`config.mk`:
```
export PLATFORM = sky130hd
export DESIGN_NAME = iob_eth_bus_arb
export DESIGN_NICKNAME = d
export VERILOG_FILES = /design/src/rtl/iob_eth_arb_pkg.sv /design/src/rtl/iob_eth_arb_rr.sv /design/src/rtl/iob_reg.sv /design/src/rtl/iob_eth_bus_arb.sv
export SDC_FILE = /design/constraint.sdc
export NUM_CORES = 1
export LEC_CHECK = 0
export ABC_AREA = 1
export CORE_AREA = 4 4 99 101
export CTS_CLUSTER_SIZE = 16
export DETAILED_ROUTE_END_ITERATION = 16
export DIE_AREA = 0 0 103 105
export GPL_TIMING_DRIVEN = 0
export PLACE_DENSITY = 0.63
export SETUP_SLACK_MARGIN = 0.02
export SLEW_MARGIN = 20
export SYNTH_ARGS = -nofsm -noshare
export SYNTH_HDL_FRONTEND = slang
export SYNTH_HIERARCHICAL = 1
export SYNTH_SLANG_ARGS = --single-unit
```
`constraint.sdc`:
```
create_clock -name clk_i -period 1.5 [get_ports clk_i]
set_input_delay 0.15 -clock clk_i [delete_from_list [all_inputs] [get_ports clk_i]]
set_output_delay 0.15 -clock clk_i [all_outputs]
set_load 0.02 [all_outputs]
```
`src/rtl/iob_eth_arb_pkg.sv`:
```
// Shared types and constants for the iob_ethoc register-port arbiter.
package iob_eth_arb_pkg;

    typedef enum logic {
        ARB_IDLE = 1'b0,
        ARB_BUSY = 1'b1
    } arb_state_t;

    localparam int MIDX_W = 1;

    localparam logic [31:0] ARB_TIMEOUT_RDATA = 32'hDEADBEEF;

endpackage

```
`src/rtl/iob_eth_arb_rr.sv`:
```
// Combinational two-way round-robin pick: on a tie the master that did not win last time is chosen.
module iob_eth_arb_rr
    import iob_eth_arb_pkg::*;
(
    input  logic [1:0]        valid_i,
    input  logic [MIDX_W-1:0] last_grant_i,
    output logic [MIDX_W-1:0] grant_o,
    output logic              any_o
);

    always_comb begin
        any_o = |valid_i;
        if (&valid_i) begin
            grant_o = ~last_grant_i;
        end else begin
            grant_o = valid_i[1];
        end
    end

endmodule

```
`src/rtl/iob_reg.sv`:
```
// Plain register with asynchronous active-high reset to a parameterised value.
module iob_reg #(
    parameter int             W       = 1,
    parameter logic [W-1:0]   RST_VAL = '0
) (
    input  logic         clk_i,
    input  logic         arst_i,
    input  logic [W-1:0] d_i,
    output logic [W-1:0] q_o
);

    always_ff @(posedge clk_i or posedge arst_i) begin
        if (arst_i) begin
            q_o <= RST_VAL;
        end else begin
            q_o <= d_i;
        end
    end

endmodule

```
`src/rtl/iob_eth_bus_arb.sv`:
```
// Two-master round-robin arbiter in front of the iob_ethoc IOb register port.
// Optional watchdog: define IOB_ETH_ARB_TIMEOUT_EN to complete stuck accesses with a dummy read.
module iob_eth_bus_arb
    import iob_eth_arb_pkg::*;
#(
    parameter int ADDR_W    = 16,
`ifdef IOB_ETH_ARB_TIMEOUT_EN
    parameter int TIMEOUT_W = 8,
`endif
    parameter int DATA_W    = 32
) (
    input  logic                clk_i,
    input  logic                arst_i,
    input  logic                m0_valid,
    input  logic [ADDR_W-1:0]   m0_address,
    input  logic [DATA_W-1:0]   m0_wdata,
    input  logic [DATA_W/8-1:0] m0_wstrb,
    output logic [DATA_W-1:0]   m0_rdata,
    output logic                m0_ready,
    input  logic                m1_valid,
    input  logic [ADDR_W-1:0]   m1_address,
    input  logic [DATA_W-1:0]   m1_wdata,
    input  logic [DATA_W/8-1:0] m1_wstrb,
    output logic [DATA_W-1:0]   m1_rdata,
    output logic                m1_ready,
    output logic                s_valid,
    output logic [ADDR_W-1:0]   s_address,
    output logic [DATA_W-1:0]   s_wdata,
    output logic [DATA_W/8-1:0] s_wstrb,
    input  logic [DATA_W-1:0]   s_rdata,
    input  logic                s_ready
`ifdef IOB_ETH_ARB_TIMEOUT_EN
    ,
    output logic                timeout_o
`endif
);

    logic [0:0]        state_raw_q;
    arb_state_t        state_q;
    arb_state_t        state_d;
    logic [MIDX_W-1:0] grant_q, grant_d;
    logic [MIDX_W-1:0] last_q, last_d;
    logic [MIDX_W-1:0] rr_grant;
    logic              rr_any;
    logic              busy, gnt_valid, done, finish, abort;
    logic [DATA_W-1:0] resp_data;

    iob_eth_arb_rr u_rr (
        .valid_i      ({m1_valid, m0_valid}),
        .last_grant_i (last_q),
        .grant_o      (rr_grant),
        .any_o        (rr_any)
    );

    assign state_q   = arb_state_t'(state_raw_q);
    assign busy      = (state_q == ARB_BUSY);
    assign gnt_valid = grant_q[0] ? m1_valid : m0_valid;
    assign done      = busy & gnt_valid & s_ready;
    // A master dropping valid mid-access is a protocol abort: no completion, fairness untouched.
    assign abort     = busy & ~gnt_valid;

`ifdef IOB_ETH_ARB_TIMEOUT_EN
    localparam logic [DATA_W-1:0] TO_RDATA = DATA_W'(ARB_TIMEOUT_RDATA);

    logic [TIMEOUT_W-1:0] cnt_q, cnt_d;
    logic                 expire;

    // s_ready in the expiry cycle takes priority, so expire excludes it.
    assign expire    = busy & gnt_valid & ~s_ready & (cnt_q == {TIMEOUT_W{1'b1}});
    assign cnt_d     = busy ? cnt_q + TIMEOUT_W'(1) : '0;
    assign finish    = done | expire;
    assign resp_data = expire ? TO_RDATA : s_rdata;
    assign timeout_o = expire;

    iob_reg #(.W(TIMEOUT_W), .RST_VAL('0)) u_cnt_reg (
        .clk_i  (clk_i),
        .arst_i (arst_i),
        .d_i    (cnt_d),
        .q_o    (cnt_q)
    );
`else
    assign finish    = done;
    assign resp_data = s_rdata;
`endif

    always_comb begin
        state_d = state_q;
        grant_d = grant_q;
        last_d  = last_q;
        if (!busy) begin
            if (rr_any) begin
                state_d = ARB_BUSY;
                grant_d = rr_grant;
            end
        end else if (finish) begin
            state_d = ARB_IDLE;
            last_d  = grant_q;
        end else if (abort) begin
            state_d = ARB_IDLE;
        end
    end

    iob_reg #(.W(1), .RST_VAL(1'b0)) u_state_reg (
        .clk_i  (clk_i),
        .arst_i (arst_i),
        .d_i    (state_d),
        .q_o    (state_raw_q)
    );

    iob_reg #(.W(MIDX_W), .RST_VAL('0)) u_grant_reg (
        .clk_i  (clk_i),
        .arst_i (arst_i),
        .d_i    (grant_d),
        .q_o    (grant_q)
    );

    // Resetting last_grant to m1 lets m0 win the first tie.
    iob_reg #(.W(MIDX_W), .RST_VAL(MIDX_W'(1))) u_last_reg (
        .clk_i  (clk_i),
        .arst_i (arst_i),
        .d_i    (last_d),
        .q_o    (last_q)
    );

    always_comb begin
        s_valid   = busy & gnt_valid;
        s_address = '0;
        s_wdata   = '0;
        s_wstrb   = '0;
        if (busy) begin
            s_address = grant_q[0] ? m1_address : m0_address;
            s_wdata   = grant_q[0] ? m1_wdata   : m0_wdata;
            s_wstrb   = grant_q[0] ? m1_wstrb   : m0_wstrb;
        end
        m0_ready = finish & ~grant_q[0];
        m1_ready = finish &  grant_q[0];
        m0_rdata = m0_ready ? resp_data : '0;
        m1_rdata = m1_ready ? resp_data : '0;
    end

endmodule
```
==> qor.yml <==
timing:
  fin_crit_sh_pct: 122.1
  final_max_slew_viol_count: 0
  timing.final.ws_setup_ps: -331.8
  relSlewSlack_pct: 72.23
  min_period_ps: 1832
  fin_skew_ps: 1.454
  rsz0062_at_grt: "true"
  hold_viol: 0
  finalSetupViolations: 116
  timing.fmax_mhz: 545.9
  worstMarginPinSlew_ps: 415.3
  final.setup.tns_ps: -19330
cts:
  cts_tree: "yes"
  clkTransAtPathRegs_ps: 30
  cts_root_buffer: "clkbuf_8"
  ctsHtreeMaxLevel: 1
  cts_max_path_buffers: 2
  cts_inserted_buffers: 3
  clock_latency_ps: 220
  holdBufCountCts: 0
  clock_sinks: 3
critical_path:
  cp_slowest_cell: "clkdlybuf4s50_1"
  path_common_cell: "buf_6"
  crit_arrival_ps: 1680
  startpoint_type: "primary input"
  max_stage_delay_ps: 720
  cp-end-kind: "output pin"
  worstPathRequired_ps: 1350
  cp_max_fo: 7
  crit_chain: "clkdlybuf4s50_1 -> nand4_4 -> buf_6 -> buf_4 -> nor2_4 -> buf_6"
  critical_path_class: "primary input to output pin"
pwr:
  p_total_mw: 6.497
  swShare_pct: 51.55
  power_frac_seq_pct: 2.4
  netSwitchingPower_mw: 3.349
  combPwrFrac_pct: 93.9
  power.leakage_nw: 2.387
  irDropWorstVdd_mv: 0.7411
  powerDensity_nw_per_um2: 1274
  p_int_mw: 3.148
  clkPwrFrac_pct: 3.7
final_layout:
  antenna_cells: 0
  final_common_cell: "clkdlybuf4s50_1"
  area_delta_synth_final_pct: 268.6
  post-route-util_pct: 56.55
  drive_gt1_share_pct: 44.44
  final_area_sq_um: 5101
  fin_nets: 754
  layout_common_cells: "clkdlybuf4s50_1, nor2_1, buf_4"
yosys:
  synth-adder-area-share_pct: 0
  synth_compound_area_share_pct: 19.89
  synth_mux_area_share_pct: 0
  synth_cells: 302
  ys_seq_elements: 3
  synthXorXnorAreaFrac_pct: 0
  syn_nets: 443
  ys_seq_area_share_pct: 5.515
  yosys.area_share.simple_pct: 52.53
  synth_cell_types: 17
  ys_warn_count: 6
  synth_area_per_cell_sq_um: 4.582
  synth_top_family_by_area: "simple AND/OR/NAND/NOR gates"
  syn_area_sq_um: 1384
floorplan:
  row_count: 35
  pin_count: 260
  core_area_sq_um: 9021
  dieArea_sq_um: 10820
  die_x_um: 103
  die_y_um: 105
  start_util_pct: 15.34
place:
  io_buffers: 259
  gp_congestion: 0.8110
  dp_hpwl_mm: 7.779
  postPlaceCellArea_sq_um: 4115
global_routing:
  grt_max_degree: 11
  track_usage_pct: 17.01
  grt_pass1_vias: 2935
  overflow: 0
  grt_pass1_wl_mm: 14.70
  antenna_found_initial: 0
outcome:
  status: "finished with violations"
  violations: "negative setup slack"
routing:
  avgViaCountPerCell: 4.284
  route.detailed.drc: 0
  ant_nets: 0
  wl_mm: 11.26
  wl_per_cell_um: 15.57
  vias: 3097
  drt-pass1-iter-count: 4
  detail_route.iter0.violations: 56
run:
  maxCapViolCount: 0
min_path:
  hold_class: "primary input to async pin"
[per-stage QoR]
step	setup WS, ps	hold slack, ps	cells
floorplan	55.35	-121.3	302
global placement	-682.3	358.9	672
global route	-377.2	167.7	723
finish	-331.8	137.5	723
detailed placement	-705.1	367.3	672
CTS	-359.5	138.6	709
[repair_timing]
item / CTS / global route
setup buffers: 26 / 15
gates cloned: 7 / 1
pin swaps: 6 / 6
setup endpoints to repair: 119 / 120
resized for setup: 762 / 105
[synthesized netlist by cell type, drive strengths merged]
library cell    n  area, sq um
nor2          169        636.9
o21ai          53        265.3
inv            41        158.9
buf            13        108.9
clkbuf         10        37.54
nand2           7        36.29
a21oi           2        10.01
dfrtp           2        50.05
nand4           2        42.54
dfstp           1        26.28
nand3           1        5.000
or2             1        6.260
[path summary, 6_finish.rpt]
kind / startpoint / end / slack, ps / cells past startpoint
max: s_ready / m0_rdata[18] / -330 / 6
min: arst_i / u_grant_reg/q_o / 140 / 2
max reg2reg: u_grant_reg/q_o / u_last_reg/q_o / 90 / 9
min reg2reg: u_last_reg/q_o / u_last_reg/q_o / 460 / 2
max in group asynchronous: arst_i / u_last_reg/q_o / 1170 / 2
min in group clk_i: u_last_reg/q_o / u_last_reg/q_o / 460 / 2
[layer usage]
metal | track usage, % | share of wire, % | up-vias
met5 | 0 | 0 | -
met4 | 4.903 | 2.9 | 0
met2 | 33.82 | 54 | 161
met3 | 4.206 | 10 | 22
li1 | - | - | 1542
met1 | 16.58 | 33 | 1372
[registers in the layout (all words and copies together), names as in the netlist]
register         flops
u_state_reg/q_o      1
u_grant_reg/q_o      1
u_last_reg/q_o       1
[layout make-up]
| class | count | area (sq um) |
|---|---|---|
| Fill cell | 843 | 3920 |
| Inverter | 41 | 161.4 |
| Tap cell | 111 | 138.9 |
| Sequential cell | 3 | 77.57 |
| Clock buffer | 4 | 45.04 |
| Multi-Input combinational cell | 236 | 1459 |
| Buffer | 23 | 289.0 |
| Timing Repair Buffer | 305 | 2930 |
[critical path, delay by kind of cell]
family	cells	cell delay, ps
and+or+nand+nor	2	340
buffers and inverters	4	1170
[power by group through the flow]
stage / clock (mW) / sequential (mW) / combinational, mW
global placement: 0 / 0.161 / 4.79
CTS: 0.243 / 0.155 / 5.66
detailed placement: 0 / 0.162 / 4.82
finish: 0.239 / 0.156 / 6.10
floorplan: 0 / 0.157 / 2.51
global route: 0.251 / 0.159 / 6.50
[logic make-up after synthesis]
group,after synthesis
simple gates,180
buf+inv,64
flops,3
compound gates,55
(Power assumes the default switching activity.)
